<file path="src/rtl/seq_pkg.sv">
// Shared definitions for the serial sequence path: transmitter state encoding,
// the reference pattern and default widths used by the transmitter and detector.
package seq_pkg;

    typedef enum logic [1:0] {
        IDLE  = 2'd0,
        SHIFT = 2'd1,
        GAP   = 2'd2,
        DONE  = 2'd3
    } seq_state_e;

    localparam logic [3:0] SEQ_1011  = 4'b1011;
    localparam int         SEQ_PAT_W = 4;
    localparam int         SEQ_CNT_W = 8;
    localparam int         SEQ_GAP_W = 4;

endpackage

</file>
<file path="src/rtl/seq_dcount.sv">
// Loadable down-counter with a zero flag; decrement saturates at zero.
module seq_dcount #(
    parameter int W = 4
) (
    input  logic         clk,
    input  logic         rst,
    input  logic         load,
    input  logic [W-1:0] load_val,
    input  logic         dec,
    output logic [W-1:0] cnt_o,
    output logic         zero_o
);

    logic [W-1:0] cnt_d;
    logic [W-1:0] cnt_q;

    always_comb begin
        cnt_d = cnt_q;
        if (load) begin
            cnt_d = load_val;
        end else if (dec && (cnt_q != '0)) begin
            cnt_d = cnt_q - W'(1);
        end
    end

    always_ff @(posedge clk) begin
        if (rst) begin
            cnt_q <= '0;
        end else begin
            cnt_q <= cnt_d;
        end
    end

    assign cnt_o  = cnt_q;
    assign zero_o = (cnt_q == '0);

endmodule

</file>
<file path="src/rtl/seq_pattern_tx.sv">
// Serial pattern transmitter: sends a latched pattern MSB-first, repeated with
// zero-filled gaps. States: IDLE wait | SHIFT pattern bits | GAP zero bits | DONE pulse.
module seq_pattern_tx
    import seq_pkg::*;
#(
    parameter int               PAT_W       = SEQ_PAT_W,
    parameter logic [PAT_W-1:0] PATTERN_RST = PAT_W'(SEQ_1011),
    parameter int               CNT_W       = SEQ_CNT_W,
    parameter int               GAP_W       = SEQ_GAP_W
) (
    input  logic             clk,
    input  logic             rst,
    input  logic             start,
    input  logic [PAT_W-1:0] pat_in,
    input  logic [CNT_W-1:0] repeat_n,
    input  logic [GAP_W-1:0] gap_n,
    output logic             xout,
    output logic             xvalid,
    output logic             frame_last,
    output logic             busy,
    output logic             done
);

    localparam int               IDX_W   = (PAT_W > 1) ? $clog2(PAT_W) : 1;
    localparam logic [IDX_W-1:0] IDX_TOP = IDX_W'(PAT_W - 1);

    seq_state_e       state_d, state_q;
    logic [PAT_W-1:0] pat_d, pat_q;
    logic [GAP_W-1:0] gap_len_d, gap_len_q;
    logic             xout_d, xout_q;
    logic             xvalid_d, xvalid_q;
    logic             frame_last_d, frame_last_q;
    logic             busy_d, busy_q;
    logic             done_d, done_q;

    logic             idx_load, idx_dec, idx_zero;
    logic             rep_load, rep_dec, rep_zero;
    logic             gap_load, gap_dec, gap_zero;
    logic [IDX_W-1:0] idx_cnt, idx_nxt;
    logic [CNT_W-1:0] rep_cnt;
    logic [GAP_W-1:0] gap_cnt;

    seq_dcount #(.W(IDX_W)) u_idx (
        .clk(clk), .rst(rst), .load(idx_load), .load_val(IDX_TOP),
        .dec(idx_dec), .cnt_o(idx_cnt), .zero_o(idx_zero)
    );

    seq_dcount #(.W(CNT_W)) u_rep (
        .clk(clk), .rst(rst), .load(rep_load), .load_val(repeat_n),
        .dec(rep_dec), .cnt_o(rep_cnt), .zero_o(rep_zero)
    );

    seq_dcount #(.W(GAP_W)) u_gap (
        .clk(clk), .rst(rst), .load(gap_load), .load_val(gap_len_q),
        .dec(gap_dec), .cnt_o(gap_cnt), .zero_o(gap_zero)
    );

    always_ff @(posedge clk) begin
        if (rst) begin
            state_q      <= IDLE;
            pat_q        <= PATTERN_RST;
            gap_len_q    <= '0;
            xout_q       <= 1'b0;
            xvalid_q     <= 1'b0;
            frame_last_q <= 1'b0;
            busy_q       <= 1'b0;
            done_q       <= 1'b0;
        end else begin
            state_q      <= state_d;
            pat_q        <= pat_d;
            gap_len_q    <= gap_len_d;
            xout_q       <= xout_d;
            xvalid_q     <= xvalid_d;
            frame_last_q <= frame_last_d;
            busy_q       <= busy_d;
            done_q       <= done_d;
        end
    end

    // Zero-flag terms only guard against a counter already drained; normal exits hit count 1.
    always_comb begin
        state_d   = state_q;
        pat_d     = pat_q;
        gap_len_d = gap_len_q;
        idx_load  = 1'b0;
        idx_dec   = 1'b0;
        rep_load  = 1'b0;
        rep_dec   = 1'b0;
        gap_load  = 1'b0;
        gap_dec   = 1'b0;
        unique case (state_q)
            IDLE: begin
                if (start) begin
                    if (repeat_n != '0) begin
                        state_d   = SHIFT;
                        pat_d     = pat_in;
                        gap_len_d = gap_n;
                        idx_load  = 1'b1;
                        rep_load  = 1'b1;
                    end else begin
                        state_d = DONE;
                    end
                end
            end
            SHIFT: begin
                if (idx_zero) begin
                    rep_dec = 1'b1;
                    if ((rep_cnt == CNT_W'(1)) || rep_zero) begin
                        state_d = DONE;
                    end else if (gap_len_q != '0) begin
                        state_d  = GAP;
                        gap_load = 1'b1;
                    end else begin
                        idx_load = 1'b1;
                    end
                end else begin
                    idx_dec = 1'b1;
                end
            end
            GAP: begin
                if ((gap_cnt == GAP_W'(1)) || gap_zero) begin
                    state_d  = SHIFT;
                    idx_load = 1'b1;
                end else begin
                    gap_dec = 1'b1;
                end
            end
            DONE: state_d = IDLE;
            default: state_d = IDLE;
        endcase
    end

    // Outputs are decoded from next-cycle state so they can be registered without latency.
    always_comb begin
        idx_nxt      = idx_load ? IDX_TOP : (idx_dec ? (idx_cnt - IDX_W'(1)) : idx_cnt);
        xvalid_d     = (state_d == SHIFT) || (state_d == GAP);
        busy_d       = (state_d != IDLE);
        done_d       = (state_d == DONE);
        xout_d       = 1'b0;
        frame_last_d = 1'b0;
        if (state_d == SHIFT) begin
            xout_d       = pat_d[idx_nxt];
            frame_last_d = (idx_nxt == '0);
        end
    end

    assign xout       = xout_q;
    assign xvalid     = xvalid_q;
    assign frame_last = frame_last_q;
    assign busy       = busy_q;
    assign done       = done_q;

endmodule

</file>
<file path="config.mk">
export PLATFORM = sky130hd
export DESIGN_NAME = seq_pattern_tx
export DESIGN_NICKNAME = d
export VERILOG_FILES = /design/src/rtl/seq_pkg.sv /design/src/rtl/seq_dcount.sv /design/src/rtl/seq_pattern_tx.sv
export SDC_FILE = /design/constraint.sdc
export NUM_CORES = 1
export LEC_CHECK = 0
export CAP_MARGIN = 20
export CORE_ASPECT_RATIO = 0.75
export CORE_MARGIN = 4
export CORE_UTILIZATION = 55
export DETAILED_ROUTE_END_ITERATION = 6
export GPL_TIMING_DRIVEN = 1
export PLACE_DENSITY = 0.87
export SLEW_MARGIN = 0
export SYNTH_ARGS = -nofsm -noshare
export SYNTH_HDL_FRONTEND = slang
export SYNTH_HIERARCHICAL = 1
export SYNTH_SLANG_ARGS = --single-unit
</file>
<file path="constraint.sdc">
create_clock -name clk -period 6.15 [get_ports clk]
set_input_delay 0.9225 -clock clk [delete_from_list [all_inputs] [get_ports clk]]
set_output_delay 0.9225 -clock clk [all_outputs]
set_load 0.05 [all_outputs]
</file>
=== Word level (Yosys, flattened, before mapping) ===
Cells that the tools add are included.

* Equality and inequality tests: 8
* Order comparisons: 1
* Muxes and demuxes: 38
* Reductions and logical operators: 22
* Bitwise logic cells: 1
* $add $sub $neg: 3

{| class="wikitable"
|+ Operators by type and width
! kind !! count
|-
| $mux W2 || 10
|-
| $mux W4 || 5
|-
| $mux W1 || 18
|-
| $mux W8 || 2
|-
| $reduce_bool A8 Y1 || 2
|-
| $reduce_bool A2 Y1 || 5
|-
| $eq A2 B2 Y1 const B || 4
|-
| $eq A8 B1 Y1 const B || 1
|-
| $logic_not A8 Y1 || 1
|-
| $pmux W2 S4 || 1
|-
| $reduce_bool A4 Y1 || 2
|-
| $sub A8 B1 Y8 const B || 1
|-
| $logic_not A2 Y1 || 3
|-
| $eq A2 B1 Y1 const B || 2
|-
| $eq A4 B1 Y1 const B || 1
|-
| $logic_not A4 Y1 || 1
|-
| $sub A4 B1 Y4 const B || 1
|-
| $logic_and A1 B1 Y1 || 3
|-
| $logic_or A1 B1 Y1 || 3
|-
| $lt A2 B3 Y1 const B || 1
|-
| $pmux W1 S3 || 1
|-
| $reduce_and A3 Y1 || 1
|-
| $bmux W1 S2 || 1
|-
| $reduce_or A2 Y1 || 1
|-
| 2 further kinds || 2
|}

* Bits of input ports: 19
* Logic and storage cells: 84
* Bits in registers: 29

=== Longest topological paths before layout ===
Gate-level depths: netlist of the first run.

* Word-level depth: 8
* Mapped depth: 13

=== By module ===
The synthesis of the first run kept the hierarchy.

{| class="wikitable"
|+ By module, submodules not included
! module !! instances !! area an instance (um^2) !! cells each
|-
| seq_pattern_tx || 1 || 799.5 || 84
|-
| seq_dcount at u_rep || 1 || 515.5 || 59
|-
| seq_dcount at u_gap || 1 || 262.8 || 29
|-
| seq_dcount at u_idx || 1 || 126.4 || 14
|}

=== Least setup slack after synthesis of the first run ===
Ideal clock, no wire load.

* Path type: input-to-reg
* From: input repeat_n[7]
* To: register u_rep.cnt_q[2], in the netlist u_rep/cnt_o[2]
* Arrival time: 2722 ps
* Setup time: 70 ps
* Path slack: 3357 ps
* Cell stages on the path: 6
* Buffers on the path: 1
* Cell sequence: or4_4 o21ai_4 inv_1 clkbuf_1 or3_2 a21oi_1

* Word-level cells in the longest chain between the ends: 5

{| class="wikitable"
|+ Ends and longest elaborated chain
! what !! line !! source
|-
| start: declaration || seq_pattern_tx.sv:15 || <nowiki>input logic [CNT_W-1:0] repeat_n,</nowiki>
|-
| $reduce_bool A8 Y1 * || seq_pattern_tx.sv:94 || <nowiki>if (repeat_n != '0) begin</nowiki>
|-
| $mux W1 * || seq_pattern_tx.sv:94 ||
|-
| $mux W1 * || seq_pattern_tx.sv:93 || <nowiki>if (start) begin</nowiki>
|-
| $mux W1 * || seq_pattern_tx.sv:91 || <nowiki>unique case (state_q)</nowiki>
|-
| via rep_load || seq_pattern_tx.sv:37 || <nowiki>logic rep_load, rep_dec, rep_zero;</nowiki>
|-
| $mux W8 or $reduce_bool A2 Y1 (tied branches) || -- ||
|-
| end signal: assignment || seq_dcount.sv:30 || <nowiki>cnt_q <= cnt_d;</nowiki>
|-
| end: declaration || seq_dcount.sv:15 || <nowiki>logic [W-1:0] cnt_q;</nowiki>
|}

Mark *: on every way through the listed nets, which the timed path passes. The rest lies on a longest branch.
A chain may end at the register's enable or synchronous reset.

=== Worst setup path in the final report of the first run ===
* From: input repeat_n[7]
* To: register u_rep.cnt_q[1], in the netlist u_rep/cnt_o[1]

Same word-level chain as after synthesis.

==> summary.md, run 1 <==
| Metric | Value |
|---|---|
| Outcome | finished, final reports clean |
| Die ar. | 4060 um2 |
| CTS sink cnt | 29 |
| Synth Area in XOR/XNOR | 0.0257 |
| Worst-margin pin slew | 1.11 ns |
| Relative slew slack | 0.260 |
| Num CTS Buffers | 5 |
| DRC viols | 0 |
| Crit-path max FO | 13 |
| Global-route wire length before repair | 6570 um |
| Critical path data arrival time | 3.45 ns |
| Post-Synthesis Cells | 186 |
| Port Buffer Count | 23 |
| Hold_buf cts | 0 |
| CP endpoint | u_rep/cnt_o[1]$_SDFFE_PP0P_ |
| Slowest stage delay, CP | 0.71 ns |
| Leakage power | 0.000784 uW |
| Post-synthesis adder-cell area fraction | 0.0514 |
| Clock Tree Buf Depth | 2 |
| Final hold slack | 0.498 ns |
| Post-synth EDFFs | 0 |
| Synth top cells by count | 29 x dfxtp_1, 26 x nor2_1, 16 x inv_1, 9 x mux2i_1, 8 x nand2_1 |
| Mux cell area share after synthesis | 0.0529 |
| Worst-Skew Late Latency | 0.27 ns |
| Netlist cell types | 52 |
| Via count | 1478 |
| Max-slew violation total from the final report | 0 |
| Setup Total Neg Slack | 0 ns |
| Min Tclk post-route | 3.26 ns |
| CTS H-Tree Depth | 2 |
| Hold-critical path depth | 2 |
| Critical path's slowest cell | or4_2 |
| Gr usage total | 0.208 |
| Ports | 24 |
| DRT antenna net count | 0 |
| Share of cells above drive strength 1 | 0.130 |
| Clock skew | 0.00102 ns |
| WL/cell | 15.6 um |
| Total grt overflow | 0 |
| Post-synthesis sequential area ratio | 0.341 |
| RSZ-0062 raised after global routing | no |
| Fin crit share | 0.529 |
| Asr flop ratio synth | 0 |
| Count of maximum capacitance violations | 0 |
| Reg2reg end | xout$_SDFF_PP0_ |
| Core region area | 2960 um2 |
| Ant. Diodes | 0 |
| Root Driver | clkbuf_8 |
| Area leader, netlist | dfxtp_1 |
| Pwr Density | 345 nW/um2 |
| CTS tree | built |
| Drt total wl | 3940 um |
| Flop2flop setup slack | 3.15 ns |
| Delay-heaviest family, CP | simple AND/OR/NAND/NOR gates |
| Die W | 72.3 um |
| Simple-Gate Fraction of Synth Area | 0.276 |
| First-pass DRT Iterations | 4 |
| Number of global-route vias before repair | 1441 |
| CTS resizes | 0 |
| Largest net degree at the start of global routing | 33 |
| Post-synth top area share | 0.341 |
| R2r startpoint | u_gap/cnt_o[1]$_SDFFE_PP0P_ |
| CP required | 6.34 ns |
| # rows | 17 |
| CP bufs+invs | 2 |
| Compound-Gate Fraction of Synth Area | 0.207 |
| Top-count cell post-synth | dfxtp_1 |
| Starting DRT DRC Count | 85 |
| Clk pin slew, worst setup/hold paths | 0.06 ns |
| Die height | 56.2 um |
| Largest family of logic cells by synthesized area | simple AND/OR/NAND/NOR gates |
| Final core area utilization | 0.700 |
| F_max | 307 MHz |
| Syn Area/Cell | 9.16 um2 |
| Worst setup EP type | flip-flop |
| Final setup viols | 0 |
| Worst reg2reg path depth | 11 |
| Primary FF master, synth | dfxtp_1 |
| Initial core utilization | 0.576 |
| Post-synthesis instance area | 1700 um2 |
| Area grow syn2layout | 21.4% |
| Yosys warns | 6 |
| Worst Setup Start Kind | input port |
| Detailed Place HPWL | 2920 um |
| IR drop worst, VDD | 200 uV |
| Post-CTS repair timing setup buffer count | 0 |
| Crit path cell chain | clkdlybuf4s50_1 > or4_4 > o21ai_4 > inv_1 > or4_2 > o211ai_1 |
| Ranking of synthesized cells by area | dfxtp_1 34%, nor2_1 5.7%, mux2i_1 5.3% |
| Worst setup path category | in2reg |
| Layout Nets | 241 |
| Final Hold Fails | 0 |
| Crit path depth | 6 |
| Vias per cell | 5.84 |
| Worst hold-check path type | reg2reg |
| #FFs+latches synth | 29 |
| Antenna violations before repair | 0 |
| GPL Wtd Cong | 0.860 |
| Worst setup startpoint | repeat_n[7] |
-- report_power, final --
group | switching, uW | leakage [uW] | total (uW) | internal (uW)
combinational | 174 | 0.000500 | 301 | 127
clock | 65.8 | 0.0000443 | 154 | 88.5
sequential | 35.2 | 0.000239 | 257 | 222
total | 275 | 0.000784 | 713 | 437
-- metal layers --
| metal | up-vias | GRT usage | part of all wire |
|---|---|---|---|
| met5 | - | 0 | 0 |
| li1 | 736 | - | - |
| met4 | 0 | 0.0509 | 0.0056 |
| met3 | 2 | 0.0794 | 0.070 |
| met2 | 51 | 0.322 | 0.46 |
| met1 | 689 | 0.271 | 0.46 |
-- cell usage in the layout, fill, tap and decap left out, types with 2 or more instances in the layout --
| master | Yosys | routed |
|---|---|---|
| a211o_1 | 3 | 3 |
| a211oi_1 | 2 | 2 |
| a211oi_2 | 3 | 3 |
| a21oi_1 | 7 | 7 |
| a311oi_1 | 4 | 4 |
| and2_1 | 2 | 2 |
| clkbuf_8 | 0 | 6 |
| clkdlybuf4s50_1 | 0 | 23 |
| conb_1 | 1 | 2 |
| dfxtp_1 | 29 | 29 |
| ha_1 | 7 | 7 |
| inv_1 | 16 | 16 |
| mux2i_1 | 9 | 9 |
| nand2_1 | 8 | 8 |
| nand2b_1 | 3 | 3 |
| nand3_1 | 2 | 2 |
| nand3b_1 | 2 | 2 |
| nand4b_1 | 2 | 2 |
| nor2_1 | 26 | 26 |
| nor2b_1 | 2 | 2 |
| nor3_1 | 3 | 3 |
| nor3b_1 | 6 | 6 |
| nor4_1 | 3 | 3 |
| nor4b_1 | 2 | 2 |
| o211ai_1 | 2 | 2 |
| o21ai_0 | 4 | 4 |
| or3_2 | 2 | 2 |
| or4_1 | 2 | 2 |
| or4_2 | 2 | 2 |
| or4_4 | 4 | 4 |
| xnor2_1 | 4 | 4 |
-- state kept, by name, indices dropped and copies added (netlist names), 2 cells and up --
register     cells
u_rep/cnt_o      8
gap_len_q        4
pat_q            4
u_gap/cnt_o      4
state_q          2
u_idx/cnt_o      2
-- per-stage QoR --
stage	power (uW)	area [um2]	setup WS (ns)	std cells
2_1_floorplan	477	1710	3.36	187
3_3_place_gp	543	1980	2.71	246
3_5_place_dp	555	1980	2.64	246
4_1_cts	713	2070	2.92	253
5_1_grt	759	2070	2.85	253
6_report	713	2070	2.89	253
-- worst min-delay path by stage --
stage                              from             endpoint  slack [ns]
floorplan           pat_q[3]$_SDFF_PP1_  pat_q[3]$_SDFF_PP1_        0.45
global placement    pat_q[3]$_SDFF_PP1_  pat_q[3]$_SDFF_PP1_        0.48
detailed placement  pat_q[3]$_SDFF_PP1_  pat_q[3]$_SDFF_PP1_        0.50
CTS                 pat_q[3]$_SDFF_PP1_  pat_q[3]$_SDFF_PP1_        0.51
global route        pat_q[3]$_SDFF_PP1_  pat_q[3]$_SDFF_PP1_        0.53
finish              pat_q[3]$_SDFF_PP1_  pat_q[3]$_SDFF_PP1_        0.50
-- worst register-to-register path, cell delays in order, from the launching register on --
cell	delay (ns)
dfxtp_1	0.37
inv_1	0.11
ha_1	0.24
or3b_4	0.29
inv_1	0.06
nor3b_1	0.89
a221oi_2	0.14
ha_1	0.29
nand2b_1	0.16
nor3_1	0.09
a31oi_1	0.14
o32ai_1	0.11
-- cell type report --
type	count	area (um2)
Clock buffer	7	86.3
Tap cell	38	47.5
Inverter	17	63.8
Sequential cell	29	581
Timing Repair Buffer	24	238
Fill cell	219	888
Multi-Input combinational cell	138	1050
-- cells by family (layout without fill, tap and decap cells) --
kind of cell | count (synthesis) | count (layout)
XOR/XNOR | 5 | 5
AND/OR/NAND/NOR | 77 | 77
flip-flops | 29 | 29
AO/OA/AOI/OAI | 38 | 38
buffers and inverters | 20 | 48
multiplexers | 9 | 9
adder cells (fa/ha/maj) | 7 | 7
other | 1 | 2
Note: power is estimated with default switching activity, not from simulation.
==> run 2, diff against run 1 <==
--- a/config.mk
+++ b/config.mk
@@ -8,10 +8,10 @@
 export CAP_MARGIN = 20
 export CORE_ASPECT_RATIO = 0.75
 export CORE_MARGIN = 4
-export CORE_UTILIZATION = 55
+export CORE_UTILIZATION = 54
 export DETAILED_ROUTE_END_ITERATION = 6
 export GPL_TIMING_DRIVEN = 1
-export PLACE_DENSITY = 0.87
+export PLACE_DENSITY = 0.86
 export SLEW_MARGIN = 0
 export SYNTH_ARGS = -nofsm -noshare
 export SYNTH_HDL_FRONTEND = slang
==> constraint.sdc (replaced) <==
create_clock -name clk -period 3.1 [get_ports clk]
set_input_delay 0.465 -clock clk [delete_from_list [all_inputs] [get_ports clk]]
set_output_delay 0.465 -clock clk [all_outputs]
set_load 0.05 [all_outputs]
==> summary.md, run 2 (synthesized netlist as in run 1, its figures left out) <==
| Metric | Value |
|---|---|
| Core region area | 2980 um2 |
| Final hold slack | 0.492 ns |
| RSZ-0062 raised after global routing | no |
| Min Tclk post-route | 2.72 ns |
| Num CTS Buffers | 5 |
| Starting DRT DRC Count | 118 |
| Initial core utilization | 0.572 |
| Final setup viols | 0 |
| Hold-critical path depth | 2 |
| Worst-margin pin slew | 0.616 ns |
| Worst reg2reg path depth | 12 |
| GPL Wtd Cong | 0.999 |
| First-pass DRT Iterations | 4 |
| Post-CTS repair timing setup buffer count | 0 |
| Worst-case setup margin in the final layout | 0.379 ns |
| Max-slew violation total from the final report | 0 |
| Count of maximum capacitance violations | 0 |
| Area grow syn2layout | 22.8% |
| Detailed Place HPWL | 2960 um |
| Die W | 72.9 um |
| Antenna violations before repair | 0 |
| Relative slew slack | 0.589 |
| Layout Nets | 245 |
| Drt total wl | 4060 um |
| Clock Tree Buf Depth | 2 |
| # rows | 17 |
| Hold_buf cts | 0 |
| Final Hold Fails | 0 |
| Leakage power | 0.000799 uW |
| Clock skew | 0.00328 ns |
| Setup Total Neg Slack | 0 ns |
| Port Buffer Count | 23 |
| Via count | 1511 |
| DRC viols | 0 |
| Largest net degree at the start of global routing | 15 |
| CTS H-Tree Depth | 2 |
| Ports | 24 |
| Placed cells | 250 |
| Leading cell types in the layout, fill and taps excluded | 29 x dfxtp_1, 26 x nor2_1, 23 x clkdlybuf4s50_1, 16 x inv_1, 9 x mux2i_1 |
| Total grt overflow | 0 |
| CTS tree | built |
| Worst setup path category | reg2reg |
| Crit-path max FO | 5 |
| Clk pin slew, worst setup/hold paths | 0.06 ns |
| Ant. Diodes | 0 |
| CTS resizes | 0 |
| Number of global-route vias before repair | 1440 |
| WL/cell | 15.7 um |
| F_max | 368 MHz |
| DRT antenna net count | 0 |
| Worst-Skew Late Latency | 0.28 ns |
| Post-Place Worst Slack | 0.497 ns |
| Worst setup EP type | flip-flop |
| Worst Setup Start Kind | flip-flop |
| Die height | 56.7 um |
| CTS sink cnt | 29 |
| Pwr Density | 676 nW/um2 |
| Gr usage total | 0.209 |
| CP required | 3.27 ns |
| Die ar. | 4130 um2 |
| Share of cells above drive strength 1 | 0.141 |
| Flop2flop setup slack | 0.38 ns |
| Root Driver | clkbuf_8 |
| Max reg flops | 8 |
| Worst hold-check path type | reg2reg |
| Global-route wire length before repair | 6620 um |
| Commonest non-fill, non-tap cell in the layout | dfxtp_1 |
| Vias per cell | 5.86 |
| IR drop worst, VDD | 399 uV |
| Finished Layout Cells | 258 |
| Critical path data arrival time | 2.89 ns |
| Fin crit share | 0.878 |
| Outcome | finished, final reports clean |
| Final core area utilization | 0.703 |
-- run 2: worst max-delay path, stage by stage, from the launching register on --
cell and delay [ns]:
dfxtp_1 0.37, inv_1 0.10, ha_1 0.23, or3b_4 0.29, inv_1 0.07, o21ai_0 0.35, a21boi_0 0.42, inv_1 0.13
ha_1 0.20, nand2b_1 0.13, nor3_1 0.08, a31oi_1 0.13, o32ai_1 0.09
-- run 2: cell type report --
| class | count | area (um2) |
|---|---|---|
| clock buffer | 8 | 80.1 |
| multi-input combinational | 138 | 1050 |
| sequential | 29 | 581 |
| inverter | 17 | 63.8 |
| fill | 236 | 886 |
| timing repair buffer | 28 | 268 |
| tap | 38 | 47.5 |
-- run 2: path summary, 6_finish.rpt --
| kind | startpoint | endpoint |
|---|---|---|
| setup / recovery | u_gap/cnt_o[1]$_SDFFE_PP0P_ | xout$_SDFF_PP0_ |
| hold / removal | pat_q[3]$_SDFF_PP1_ | pat_q[3]$_SDFF_PP1_ |
| setup reg to reg | u_gap/cnt_o[1]$_SDFFE_PP0P_ | xout$_SDFF_PP0_ |
| hold reg to reg | pat_q[3]$_SDFF_PP1_ | pat_q[3]$_SDFF_PP1_ |
-- run 2: layer usage --
metal | up-vias | share of wire | GRT usage
met5 | - | 0 | 0
met4 | 0 | 0.021 | 0.100
met3 | 10 | 0.087 | 0.0608
met2 | 62 | 0.44 | 0.316
met1 | 698 | 0.45 | 0.271
li1 | 741 | - | -
-- run 2: metrics by stage --
stage                     power (uW)  cell area [um2]
after CTS                       1410             2090
after global placement          1090             2010
after floorplan                  946             1710
final                           1410             2090
after global routing            1500             2090
after detailed placement        1110             2010
-- run 2: report_power, final --
group          internal, uW  switching [uW]
Combinational           261             348
Clock                   159             138
Sequential              440            68.5
Total                   859             555
==> run 3, diff against run 2 <==
--- a/config.mk
+++ b/config.mk
@@ -11,6 +11,7 @@
 export CORE_UTILIZATION = 54
 export DETAILED_ROUTE_END_ITERATION = 6
 export GPL_TIMING_DRIVEN = 1
+export MAX_ROUTING_LAYER = met4
 export PLACE_DENSITY = 0.86
 export SLEW_MARGIN = 0
 export SYNTH_ARGS = -nofsm -noshare
==> summary.md, run 3 (synthesized netlist as in run 1, its figures left out) <==
| Metric | Value |
|---|---|
| Crit-path max FO | 5 |
| Final setup viols | 0 |
| Finished Layout Cells | 256 |
| IR drop worst, VDD | 397 uV |
| Worst setup path category | reg2reg |
| RSZ-0062 raised after global routing | no |
| CTS H-Tree Depth | 2 |
| Num CTS Buffers | 5 |
| Slowest stage delay, CP | 0.41 ns |
| Clock Tree Buf Depth | 2 |
| First-pass DRT Iterations | 4 |
| Drt total wl | 4000 um |
| Max reg flops | 8 |
| DRT antenna net count | 0 |
| Placed cell area | 2000 um2 |
| CTS sink cnt | 29 |
| DRC viols | 0 |
| Met3 usage | 0.0572 |
| CP required | 3.26 ns |
| Count of maximum capacitance violations | 0 |
| Vias per cell | 5.84 |
| Worst Setup Start Kind | flip-flop |
| Antenna violations before repair | 0 |
| Crit path cell chain | inv_1 > ha_1 > or3b_4 > inv_1 > o21ai_0 > a21boi_0 > inv_1 > ha_1 > nand2b_1 > nor3_1 > a31oi_1 > o32ai_1 |
| Gr usage total | 0.211 |
| Max-slew violation total from the final report | 0 |
| F_max | 360 MHz |
| Most used cell along the critical path | inv_1 |
| Worst hold-check path type | reg2reg |
| Hold_buf cts | 0 |
| Final Hold Fails | 0 |
| Core region area | 2980 um2 |
| Leakage power | 0.000803 uW |
| Min Tclk post-route | 2.78 ns |
| # rows | 17 |
| GR peak layer | met2 |
| Detailed Place HPWL | 2940 um |
| FILL cells | 236 |
| Number of global-route vias before repair | 1443 |
| Outcome | finished, final reports clean |
| Initial core utilization | 0.572 |
| WL/cell | 15.6 um |
| Port Buffer Count | 23 |
| Area grow syn2layout | 23.1% |
| GRT met2 Usage | 0.315 |
| Critical path's slowest cell | a21boi_0 |
| Worst setup EP type | flip-flop |
| Pwr Density | 694 nW/um2 |
| Largest net degree at the start of global routing | 20 |
| Relative slew slack | 0.562 |
| Ant. Diodes | 0 |
| Total grt overflow | 0 |
| Die height | 56.7 um |
| Design area | 2100 um2 |
| Die W | 72.9 um |
| Worst-case setup margin in the final layout | 0.319 ns |
| Placed cells | 248 |
| Ports | 24 |
| Die ar. | 4130 um2 |
| Starting DRT DRC Count | 147 |
| Clock skew | 0.00454 ns |
| CTS resizes | 0 |
| Layout Nets | 243 |
| Share of cells above drive strength 1 | 0.147 |
| Post-Place Worst Slack | 0.375 ns |
| Fin crit share | 0.897 |
| Setup Total Neg Slack | 0 ns |
| Via count | 1496 |
| Global-route wire length before repair | 6540 um |
| Critical path data arrival time | 2.94 ns |
| CTS tree | built |
| Commonest non-fill, non-tap cell in the layout | dfxtp_1 |
| Worst-margin pin slew | 0.655 ns |
| Post-CTS repair timing setup buffer count | 0 |
| Met1 global-route usage | 0.269 |
| Leading cell types in the layout, fill and taps excluded | 29 x dfxtp_1, 26 x nor2_1, 23 x clkdlybuf4s50_1, 16 x inv_1, 9 x mux2i_1 |
| Clk pin slew, worst setup/hold paths | 0.06 ns |
| Root Driver | clkbuf_8 |
| Worst-Skew Late Latency | 0.28 ns |
| GPL Wtd Cong | 0.951 |
==> run 3: per-layer routing <==
metal | wire length [um] | share of wire | vias to the layer above
li1 | - | - | 739
met1 | 1900 | 0.48 | 693
met2 | 1800 | 0.45 | 58
met3 | 246 | 0.062 | 6
met4 | 51 | 0.013 | 0
met5 | 0 | 0 | -
==> run 3: worst paths after layout <==
check,start,to,slack (ns),cells past startpoint
worst max-delay path,u_gap/cnt_o[0]$_SDFFE_PP0P_,xout$_SDFF_PP0_,0.32,12
worst min-delay path,gap_len_q[3]$_SDFFE_PP0P_,u_gap/cnt_o[3]$_SDFFE_PP0P_,0.50,2
worst max register to register,u_gap/cnt_o[0]$_SDFFE_PP0P_,xout$_SDFF_PP0_,0.32,12
worst min register to register,gap_len_q[3]$_SDFFE_PP0P_,u_gap/cnt_o[3]$_SDFFE_PP0P_,0.50,2
==> run 3: worst max-delay path: cells and delay by family (launching register included) <==
kind            cells  cell delay (ns)
buf+inv             3             0.26
fa+ha+maj           2             0.48
simple gates        3             0.52
flops               1             0.36
compound gates      4             1.03
==> run 3: where the power goes <==
| group | total [uW] | switching (uW) | internal, uW |
|---|---|---|---|
| logic | 604 | 347 | 257 |
| registers | 511 | 71.6 | 440 |
| clock network | 341 | 141 | 200 |
| total | 1460 | 559 | 897 |
==> run 3: final cells by class <==
type	instances	area [um2]	share of cell area
multi-input combinational	138	1050	0.501
sequential	29	581	0.277
timing repair buffer	26	253	0.120
clock buffer	7	96.3	0.0459
inverter	17	63.8	0.0304
tap	38	47.5	0.0227
clock inverter	1	5.00	0.00239
==> run 3: stage by stage <==
stage / util / total power (uW) / hold WS [ns]
after floorplan: - / 946 / 0.446
after global placement: 0.671 / 1080 / 0.470
after detailed placement: 0.671 / 1110 / 0.501
after CTS: 0.705 / 1460 / 0.508
after global routing: 0.705 / 1540 / 0.547
final: 0.705 / 1460 / 0.501
